$ cat src/rtl/ocd_frame_parser_if.sv
`default_nettype none
// ============================================================================
//  Module      : ocd_frame_parser_if
//  Description : Bundle of the byte stream, core access and response signals
//                used by ocd_frame_parser.
//                master : the frame parser (drives core strobes and tx)
//                slave  : the environment (UART RX/TX side and the core)
//  Revision    : 1.0  initial release
// ============================================================================
interface ocd_frame_parser_if #(
    parameter int MEM_ADDR_BITS = 16,
    parameter int REG_ADDR_BITS = 5
);
    logic                     rx_valid;
    logic [7:0]               rx_data;
    logic                     ocd_read_enable;
    logic                     ocd_write_enable;
    logic [MEM_ADDR_BITS-1:0] ocd_rw_addr;
    logic [31:0]              ocd_write_word;
    logic                     ocd_mem_enable_out;
    logic [31:0]              ocd_mem_word_out;
    logic                     ocd_reg_we;
    logic [REG_ADDR_BITS-1:0] ocd_reg_write_addr;
    logic [31:0]              ocd_reg_write_data;
    logic                     start;
    logic [31:0]              start_address;
    logic                     tx_valid;
    logic [7:0]               tx_byte;
    logic                     tx_ready;

    modport master (
        input  rx_valid, rx_data, ocd_mem_enable_out, ocd_mem_word_out, tx_ready,
        output ocd_read_enable, ocd_write_enable, ocd_rw_addr, ocd_write_word,
               ocd_reg_we, ocd_reg_write_addr, ocd_reg_write_data,
               start, start_address, tx_valid, tx_byte
    );

    modport slave (
        output rx_valid, rx_data, ocd_mem_enable_out, ocd_mem_word_out, tx_ready,
        input  ocd_read_enable, ocd_write_enable, ocd_rw_addr, ocd_write_word,
               ocd_reg_we, ocd_reg_write_addr, ocd_reg_write_data,
               start, start_address, tx_valid, tx_byte
    );
endinterface
`default_nettype wire

$ cat src/rtl/ocd_frame_parser.sv
`default_nettype none
// ============================================================================
//  Module      : ocd_frame_parser
//  Description : On-chip-debug command parser. Receives 11-byte frames
//                (5A, CMD, ADDR[31:0], DATA[31:0], CSUM) from a UART byte
//                stream, issues one memory/register/start action to the core
//                and returns a 1- or 5-byte response over a tx handshake.
//  Ports       : clk        - clock, rising edge
//                reset_n    - asynchronous active-low reset
//                sync_reset - synchronous active-high reset
//                bus        - rx byte strobe, core access strobes/data,
//                             read return, tx byte handshake
//  Revision    : 1.0  initial release
// ============================================================================
module ocd_frame_parser #(
    parameter int MEM_ADDR_BITS  = 16,
    parameter int REG_ADDR_BITS  = 5,
    parameter int TIMEOUT_CYCLES = 1000000
) (
    input  logic               clk,
    input  logic               reset_n,
    input  logic               sync_reset,
    ocd_frame_parser_if.master bus
);
    localparam logic [2:0] c_S_HUNT    = 3'd0;
    localparam logic [2:0] c_S_CMD     = 3'd1;
    localparam logic [2:0] c_S_ADDR    = 3'd2;
    localparam logic [2:0] c_S_DATA    = 3'd3;
    localparam logic [2:0] c_S_CSUM    = 3'd4;
    localparam logic [2:0] c_S_EXEC    = 3'd5;
    localparam logic [2:0] c_S_WAIT_RD = 3'd6;
    localparam logic [2:0] c_S_RESP    = 3'd7;

    localparam logic [7:0] c_SYNC        = 8'h5A;
    localparam logic [7:0] c_CMD_WRITE   = 8'h01;
    localparam logic [7:0] c_CMD_READ    = 8'h02;
    localparam logic [7:0] c_CMD_REG     = 8'h03;
    localparam logic [7:0] c_CMD_START   = 8'h04;
    localparam logic [7:0] c_RSP_OK      = 8'hA5;
    localparam logic [7:0] c_RSP_TIMEOUT = 8'hEC;
    localparam logic [7:0] c_RSP_CSUM    = 8'hEE;
    localparam logic [7:0] c_RSP_BADCMD  = 8'hEF;

    localparam int c_TW = (TIMEOUT_CYCLES > 1) ? $clog2(TIMEOUT_CYCLES) : 1;
    localparam logic [c_TW-1:0] c_TO_LAST = c_TW'(TIMEOUT_CYCLES - 1);

    logic [2:0]               r_state;
    logic [2:0]               w_next_state;
    logic [1:0]               r_byte_cnt;
    logic [c_TW-1:0]          r_timer;
    logic [7:0]               r_cmd;
    logic [7:0]               r_csum;
    logic [31:0]              r_addr;
    logic [31:0]              r_data;
    logic [39:0]              r_resp;        // queued response, MSB byte goes out first
    logic [2:0]               r_resp_left;   // bytes still to send
    logic [MEM_ADDR_BITS-1:0] r_rw_addr;
    logic [31:0]              r_write_word;
    logic [REG_ADDR_BITS-1:0] r_reg_addr;
    logic [31:0]              r_reg_data;
    logic [31:0]              r_start_addr;

    logic w_timeout;
    logic w_csum_ok;
    logic w_counting;
    logic w_write_en;
    logic w_read_en;
    logic w_reg_we;
    logic w_start;
    logic w_tx_valid;
    logic w_unused;

    assign w_timeout  = (r_timer == c_TO_LAST);
    assign w_csum_ok  = (bus.rx_data == r_csum);
    assign w_counting = (r_state == c_S_CMD)  || (r_state == c_S_ADDR) ||
                        (r_state == c_S_DATA) || (r_state == c_S_CSUM) ||
                        (r_state == c_S_WAIT_RD);
    // Top address byte is only ever shifted out, never used.
    assign w_unused   = ^r_addr[31:24];

    // ------------------------------------------------------------------ state
    always_ff @(posedge clk or negedge reset_n) begin
        if (!reset_n) begin
            r_state <= c_S_HUNT;
        end else if (sync_reset) begin
            r_state <= c_S_HUNT;
        end else begin
            r_state <= w_next_state;
        end
    end

    // ------------------------------------------------------------- next state
    // A received byte always wins over a timeout expiring in the same cycle.
    always_comb begin
        w_next_state = r_state;
        case (r_state)
            c_S_HUNT:    if (bus.rx_valid && bus.rx_data == c_SYNC) w_next_state = c_S_CMD;
            c_S_CMD:     if (bus.rx_valid)                         w_next_state = c_S_ADDR;
                         else if (w_timeout)                       w_next_state = c_S_HUNT;
            c_S_ADDR:    if (bus.rx_valid && r_byte_cnt == 2'd3)   w_next_state = c_S_DATA;
                         else if (!bus.rx_valid && w_timeout)      w_next_state = c_S_HUNT;
            c_S_DATA:    if (bus.rx_valid && r_byte_cnt == 2'd3)   w_next_state = c_S_CSUM;
                         else if (!bus.rx_valid && w_timeout)      w_next_state = c_S_HUNT;
            c_S_CSUM:    if (bus.rx_valid)                         w_next_state = w_csum_ok ? c_S_EXEC : c_S_RESP;
                         else if (w_timeout)                       w_next_state = c_S_HUNT;
            c_S_EXEC:    w_next_state = (r_cmd == c_CMD_READ) ? c_S_WAIT_RD : c_S_RESP;
            c_S_WAIT_RD: if (bus.ocd_mem_enable_out || w_timeout)  w_next_state = c_S_RESP;
            c_S_RESP:    if (bus.tx_ready && r_resp_left == 3'd1)  w_next_state = c_S_HUNT;
            default:     w_next_state = c_S_HUNT;
        endcase
    end

    // ---------------------------------------------------------------- outputs
    // Core strobes exist only during the single EXEC cycle.
    always_comb begin
        w_write_en = 1'b0;
        w_read_en  = 1'b0;
        w_reg_we   = 1'b0;
        w_start    = 1'b0;
        if (r_state == c_S_EXEC) begin
            case (r_cmd)
                c_CMD_WRITE: w_write_en = 1'b1;
                c_CMD_READ:  w_read_en  = 1'b1;
                c_CMD_REG:   w_reg_we   = 1'b1;
                c_CMD_START: w_start    = 1'b1;
                default:     ;
            endcase
        end
        w_tx_valid = (r_state == c_S_RESP);
    end

    // --------------------------------------------------------------- datapath
    always_ff @(posedge clk or negedge reset_n) begin
        if (!reset_n) begin
            r_byte_cnt   <= '0;
            r_timer      <= '0;
            r_cmd        <= '0;
            r_csum       <= '0;
            r_addr       <= '0;
            r_data       <= '0;
            r_resp       <= '0;
            r_resp_left  <= '0;
            r_rw_addr    <= '0;
            r_write_word <= '0;
            r_reg_addr   <= '0;
            r_reg_data   <= '0;
            r_start_addr <= '0;
        end else if (sync_reset) begin
            r_byte_cnt   <= '0;
            r_timer      <= '0;
            r_csum       <= '0;
            r_resp       <= '0;
            r_resp_left  <= '0;
            r_rw_addr    <= '0;
            r_write_word <= '0;
            r_reg_addr   <= '0;
            r_reg_data   <= '0;
            r_start_addr <= '0;
        end else begin
            // Bytes dropped while waiting for read data do not restart the wait.
            if (!w_counting || (bus.rx_valid && r_state != c_S_WAIT_RD)) begin
                r_timer <= '0;
            end else if (!w_timeout) begin
                r_timer <= r_timer + 1'b1;
            end

            if (w_next_state != r_state) begin
                r_byte_cnt <= '0;
            end else if (bus.rx_valid && (r_state == c_S_ADDR || r_state == c_S_DATA)) begin
                r_byte_cnt <= r_byte_cnt + 2'd1;
            end

            case (r_state)
                c_S_HUNT: r_csum <= '0;
                c_S_CMD: if (bus.rx_valid) begin
                    r_cmd  <= bus.rx_data;
                    r_csum <= r_csum ^ bus.rx_data;
                end
                c_S_ADDR: if (bus.rx_valid) begin
                    r_addr <= {r_addr[23:0], bus.rx_data};
                    r_csum <= r_csum ^ bus.rx_data;
                end
                c_S_DATA: if (bus.rx_valid) begin
                    r_data <= {r_data[23:0], bus.rx_data};
                    r_csum <= r_csum ^ bus.rx_data;
                end
                c_S_CSUM: if (bus.rx_valid) begin
                    r_resp_left <= 3'd1;
                    if (!w_csum_ok) begin
                        r_resp <= {c_RSP_CSUM, 32'h0};
                    end else begin
                        // Outputs update on entry to EXEC and hold until the next one.
                        r_resp <= {c_RSP_OK, 32'h0};
                        case (r_cmd)
                            c_CMD_WRITE: begin
                                r_rw_addr    <= r_addr[MEM_ADDR_BITS+1:2];
                                r_write_word <= r_data;
                            end
                            c_CMD_READ:  r_rw_addr <= r_addr[MEM_ADDR_BITS+1:2];
                            c_CMD_REG: begin
                                r_reg_addr <= r_addr[REG_ADDR_BITS-1:0];
                                r_reg_data <= r_data;
                            end
                            c_CMD_START: r_start_addr <= r_data;
                            default:     r_resp <= {c_RSP_BADCMD, 32'h0};
                        endcase
                    end
                end
                c_S_WAIT_RD: begin
                    if (bus.ocd_mem_enable_out) begin
                        r_resp      <= {c_RSP_OK, bus.ocd_mem_word_out};
                        r_resp_left <= 3'd5;
                    end else if (w_timeout) begin
                        r_resp      <= {c_RSP_TIMEOUT, 32'h0};
                        r_resp_left <= 3'd1;
                    end
                end
                c_S_RESP: if (bus.tx_ready) begin
                    r_resp      <= {r_resp[31:0], 8'h00};
                    r_resp_left <= r_resp_left - 3'd1;
                end
                default: ;
            endcase
        end
    end

    assign bus.ocd_write_enable   = w_write_en;
    assign bus.ocd_read_enable    = w_read_en;
    assign bus.ocd_reg_we         = w_reg_we;
    assign bus.start              = w_start;
    assign bus.ocd_rw_addr        = r_rw_addr;
    assign bus.ocd_write_word     = r_write_word;
    assign bus.ocd_reg_write_addr = r_reg_addr;
    assign bus.ocd_reg_write_data = r_reg_data;
    assign bus.start_address      = r_start_addr;
    assign bus.tx_valid           = w_tx_valid;
    assign bus.tx_byte            = r_resp[39:32];
endmodule
`default_nettype wire

$ cat src/flat_wrapper.sv
// flat-port wrapper written by rule: the top's interface ports become plain ports
module ocd_frame_parser_flat 
#(
    parameter int MEM_ADDR_BITS  = 16,
    parameter int REG_ADDR_BITS  = 5,
    parameter int TIMEOUT_CYCLES = 1000000
)
  (clk, reset_n, sync_reset, bus_rx_valid, bus_rx_data, bus_ocd_mem_enable_out, bus_ocd_mem_word_out, bus_tx_ready, bus_ocd_read_enable, bus_ocd_write_enable, bus_ocd_rw_addr, bus_ocd_write_word, bus_ocd_reg_we, bus_ocd_reg_write_addr, bus_ocd_reg_write_data, bus_start, bus_start_address, bus_tx_valid, bus_tx_byte);
  ocd_frame_parser_if #(.MEM_ADDR_BITS(MEM_ADDR_BITS), .REG_ADDR_BITS(REG_ADDR_BITS)) bus_i ();
  input  logic clk;
  input  logic reset_n;
  input  logic sync_reset;
  input wire logic [$bits(bus_i.rx_valid)-1:0] bus_rx_valid;
  input wire logic [$bits(bus_i.rx_data)-1:0] bus_rx_data;
  input wire logic [$bits(bus_i.ocd_mem_enable_out)-1:0] bus_ocd_mem_enable_out;
  input wire logic [$bits(bus_i.ocd_mem_word_out)-1:0] bus_ocd_mem_word_out;
  input wire logic [$bits(bus_i.tx_ready)-1:0] bus_tx_ready;
  output wire logic [$bits(bus_i.ocd_read_enable)-1:0] bus_ocd_read_enable;
  output wire logic [$bits(bus_i.ocd_write_enable)-1:0] bus_ocd_write_enable;
  output wire logic [$bits(bus_i.ocd_rw_addr)-1:0] bus_ocd_rw_addr;
  output wire logic [$bits(bus_i.ocd_write_word)-1:0] bus_ocd_write_word;
  output wire logic [$bits(bus_i.ocd_reg_we)-1:0] bus_ocd_reg_we;
  output wire logic [$bits(bus_i.ocd_reg_write_addr)-1:0] bus_ocd_reg_write_addr;
  output wire logic [$bits(bus_i.ocd_reg_write_data)-1:0] bus_ocd_reg_write_data;
  output wire logic [$bits(bus_i.start)-1:0] bus_start;
  output wire logic [$bits(bus_i.start_address)-1:0] bus_start_address;
  output wire logic [$bits(bus_i.tx_valid)-1:0] bus_tx_valid;
  output wire logic [$bits(bus_i.tx_byte)-1:0] bus_tx_byte;
  assign bus_i.rx_valid = bus_rx_valid;
  assign bus_i.rx_data = bus_rx_data;
  assign bus_i.ocd_mem_enable_out = bus_ocd_mem_enable_out;
  assign bus_i.ocd_mem_word_out = bus_ocd_mem_word_out;
  assign bus_i.tx_ready = bus_tx_ready;
  assign bus_ocd_read_enable = bus_i.ocd_read_enable;
  assign bus_ocd_write_enable = bus_i.ocd_write_enable;
  assign bus_ocd_rw_addr = bus_i.ocd_rw_addr;
  assign bus_ocd_write_word = bus_i.ocd_write_word;
  assign bus_ocd_reg_we = bus_i.ocd_reg_we;
  assign bus_ocd_reg_write_addr = bus_i.ocd_reg_write_addr;
  assign bus_ocd_reg_write_data = bus_i.ocd_reg_write_data;
  assign bus_start = bus_i.start;
  assign bus_start_address = bus_i.start_address;
  assign bus_tx_valid = bus_i.tx_valid;
  assign bus_tx_byte = bus_i.tx_byte;
  ocd_frame_parser #(.MEM_ADDR_BITS(MEM_ADDR_BITS), .REG_ADDR_BITS(REG_ADDR_BITS), .TIMEOUT_CYCLES(TIMEOUT_CYCLES)) u_core (.clk(clk), .reset_n(reset_n), .sync_reset(sync_reset), .bus(bus_i));
endmodule
$ cat config.mk
export PLATFORM = sky130hd
export DESIGN_NAME = ocd_frame_parser_flat
export DESIGN_NICKNAME = d
export VERILOG_FILES = /design/src/rtl/ocd_frame_parser_if.sv /design/src/rtl/ocd_frame_parser.sv /design/src/flat_wrapper.sv
export SDC_FILE = /design/constraint.sdc
export NUM_CORES = 1
export LEC_CHECK = 0
export ABC_CLOCK_PERIOD_IN_PS = 3600
export BUFFER_PORTS_ARGS = -buffer_cell sky130_fd_sc_hd__buf_2
export CORE_MARGIN = 2
export CORE_UTILIZATION = 50
export DETAILED_ROUTE_END_ITERATION = 7
export HOLD_SLACK_MARGIN = 0.12
export PLACE_DENSITY = 0.75
export SYNTH_ARGS = -nofsm -noshare
export SYNTH_HDL_FRONTEND = slang
export SYNTH_SLANG_ARGS = --single-unit
$ cat constraint.sdc
create_clock -name clk -period 3.6 [get_ports clk]
set_input_delay 0.54 -clock clk [delete_from_list [all_inputs] [get_ports clk]]
set_output_delay 0.54 -clock clk [all_outputs]
set_load 0.02 [all_outputs]
==> results.cfg <==
[run_status]
status = completed

[yosys]
yosys.area.top_type = dfrtp_1
synth_seq_cells = 251
syn_inst = 960
ys_warn_count = 0
synth_edf_count = 0
ys_types = 67
syn_avg_cell_area_um2 = 11.5
async_reset_ff_frac = 1.00
ys.flop_type = dfrtp_1
synthTopCellsByArea = dfrtp_1, mux2_2, nand2_1
netlist.area_leader.share = 0.571
seq_area_frac_synth = 0.571
syn-cell-area_um2 = 11000
synth_nets = 1010

[setup_path]
cp_data_arrival_time_ns = 2.44
start_kind = register
end_kind = output pin
critical_path_class = register to output pin
max_stage_delay_ns = 0.59
critPathBufInv = 1
crit_fanout = 5
cpLargestDelayFamily = simple AND/OR/NAND/NOR gates
slowest_stage = or4_1
cp_data_required_time_ns = 3.06
crit_chain = or4_1 -> nor2_1 -> nand4_1 -> nor2b_1 -> buf_2

[routing]
wl_um = 25300
firstDrtPassIters = 5
drc = 0
first_iter_violations = 511
wl_per_cell_um = 17.8
viasPerCell = 5.52
detail-route-antenna-nets = 0
vias = 7829

[die]
rows = 54
dieArea_um2 = 23200
initial_core_util = 0.507
core_area_um2 = 21700
io_pins = 176
die_y_um = 152
die_x_um = 152

[place]
port_buffers = 175
gp_congestion = 0.850
dp_hpwl_um = 16700
pre_cts_ws_ns = 0.880
postPlaceCellArea_um2 = 12100

[sta]
rsz0062_at_grt = false
period_needed_ns = 2.98
skew_ns = 0.00985
period_share = 0.827
timing.hold.ws_ns = 0.228
fmax_mhz = 336
hold_viol = 0
setup_violations = 0
tns_ns = 0
setup_ws_ns = 0.624
tightest_slew_ns = 0.991
timing.slew.headroom = 0.334
report.final.slew_viol_count = 0

[clock_tree]
ctsResizeCount = 0
tritoncts = yes
clock_path_buffers = 3
insertion_delay_ns = 0.53
numCtsBuffers = 26
htreeDepth = 1
numClockSinks = 251
cts.clk_slew.worst_paths_ns = 0.06
clockRootBuffer = clkbuf_16

[finish]
layout_common_cells = dfrtp_1, buf_2, nand2_1, mux2_2, nor2b_1
diodes = 0
final_layout_size_suffix_gt1_frac = 0.348
final_common_cell = dfrtp_1
syn_to_final_growth_pct = 18.1
finalInstanceArea_um2 = 13000
nets = 1171

[grt]
grt_util_met3 = 0.0404
overflow = 0
top_usage_layer = met2
grt_util_met1 = 0.303
grt_usage = 0.217
grt.met2_usage = 0.352
antenna_found_initial = 0
grt_pass1_vias = 7802
grt_start_max_net_pins = 110
grt_pass1_wl_um = 41600

[power_and_ir_drop]
power_per_cell_area_nw_per_um2 = 444
p_leak_nw = 6.54
ir_worst_vdd_mv = 0.300

[worst_hold_path]
hold_class = input port to register

[job]
max_cap_viol_count = 0
[power breakdown]
part | switching, W | internal, W
logic | 0.000178 | 0.0000784
clock network | 0.00109 | 0.00159
registers | 0.00000756 | 0.00283
total | 0.00128 | 0.00449
[routing by layer]
| metal | routed length (um) | vias up |
|---|---|---|
| met5 | 0 | - |
| met4 | 622 | 0 |
| met3 | 1630 | 39 |
| met2 | 12000 | 257 |
| met1 | 11000 | 3890 |
| li1 | - | 3643 |
[final timing paths]
| path | from | to | slack, ns | cells after the start |
|---|---|---|---|---|
| max | u_core.r_cmd[5] | bus_ocd_reg_we | 0.62 | 5 |
| min reg2reg | u_core.r_resp[19] | u_core.r_resp[19] | 0.47 | 2 |
| max reg2reg | u_core.r_state[1] | u_core.bus.ocd_rw_addr[9] | 0.83 | 6 |
| max in group asynchronous | reset_n | u_core.bus.ocd_write_word[20] | 1.95 | 3 |
| min | bus_ocd_mem_word_out[5] | u_core.r_resp[5] | 0.23 | 2 |
| min in group asynchronous | reset_n | u_core.bus.ocd_rw_addr[6] | 0.65 | 2 |
[cells by family after synthesis]
logic type / count (synthesis) / share of synthesized area
buffers and inverters: 74 / 0.0331
AO/OA/AOI/OAI: 132 / 0.0788
AND/OR/NAND/NOR: 329 / 0.146
adder cells (fa/ha/maj): 4 / 0.00455
XOR/XNOR: 30 / 0.0239
multiplexers: 140 / 0.143
flip-flops: 251 / 0.571
[stage by stage]
stage	instances	utilization	total power, W
after global placement	1372	0.559	0.00315
after detailed placement	1372	0.559	0.00315
after global routing	1418	0.599	0.00596
after CTS	1418	0.599	0.00583
final	1418	0.599	0.00577
after floorplan	960	-	0.00302
[synthesized netlist by cell type (all sizes together) (2+ instances only)]
library cell / count
a21oi: 51
nor3: 16
a22o: 10
a211o: 2
o21ai: 24
nand3: 14
nor2b: 52
nor2: 51
or3b: 2
dfrtp: 251
a22oi: 16
a211oi: 3
or3: 3
nor3b: 3
a31oi: 2
ha: 4
mux2: 138
and4b: 2
and2: 2
inv: 14
a222oi: 8
nand2: 145
nand4: 8
or4: 3
mux2i: 2
buf: 22
and3: 3
or2: 6
clkbuf: 37
and3b: 2
o211ai: 2
xor2: 10
and4: 3
nand4b: 2
nor4: 8
xnor2: 20
[layout make-up]
class                   count  area (um2)
repair buffers            192        1040
well taps                 280         350
fillers                  1780        8700
clock inverters            11         119
clock buffers              34         741
multi-input cells         635        4400
inverters                  15        56.3
flip-flops and latches    251        6280
[sequential cells by signal (all words and copies together) (netlist names), 5 cells and up]
register and cells:
u_core.r_data 32, u_core.r_resp 40, u_core.r_timer 20, u_core.r_csum 8, u_core.bus.ocd_reg_write_addr 5, u_core.bus.start_address 32
u_core.bus.ocd_write_word 32, u_core.r_cmd 8, u_core.bus.ocd_reg_write_data 32, u_core.r_addr 18, u_core.bus.ocd_rw_addr 16
[repair_timing]
item,4_1_cts,5_1_grt
hold endpoints to repair,51,0
hold buffers,1,0
buffers inserted,0,0
[worst register-to-register path: stages (launching register included)]
cell and delay [ns]:
dfrtp_1 0.59, clkinv_1 0.33, nand2_1 0.17, nor2_1 0.08, and3_1 0.26, a21oi_2 0.81
mux2_2 0.42
Note: power is estimated with default switching activity, not from simulation.
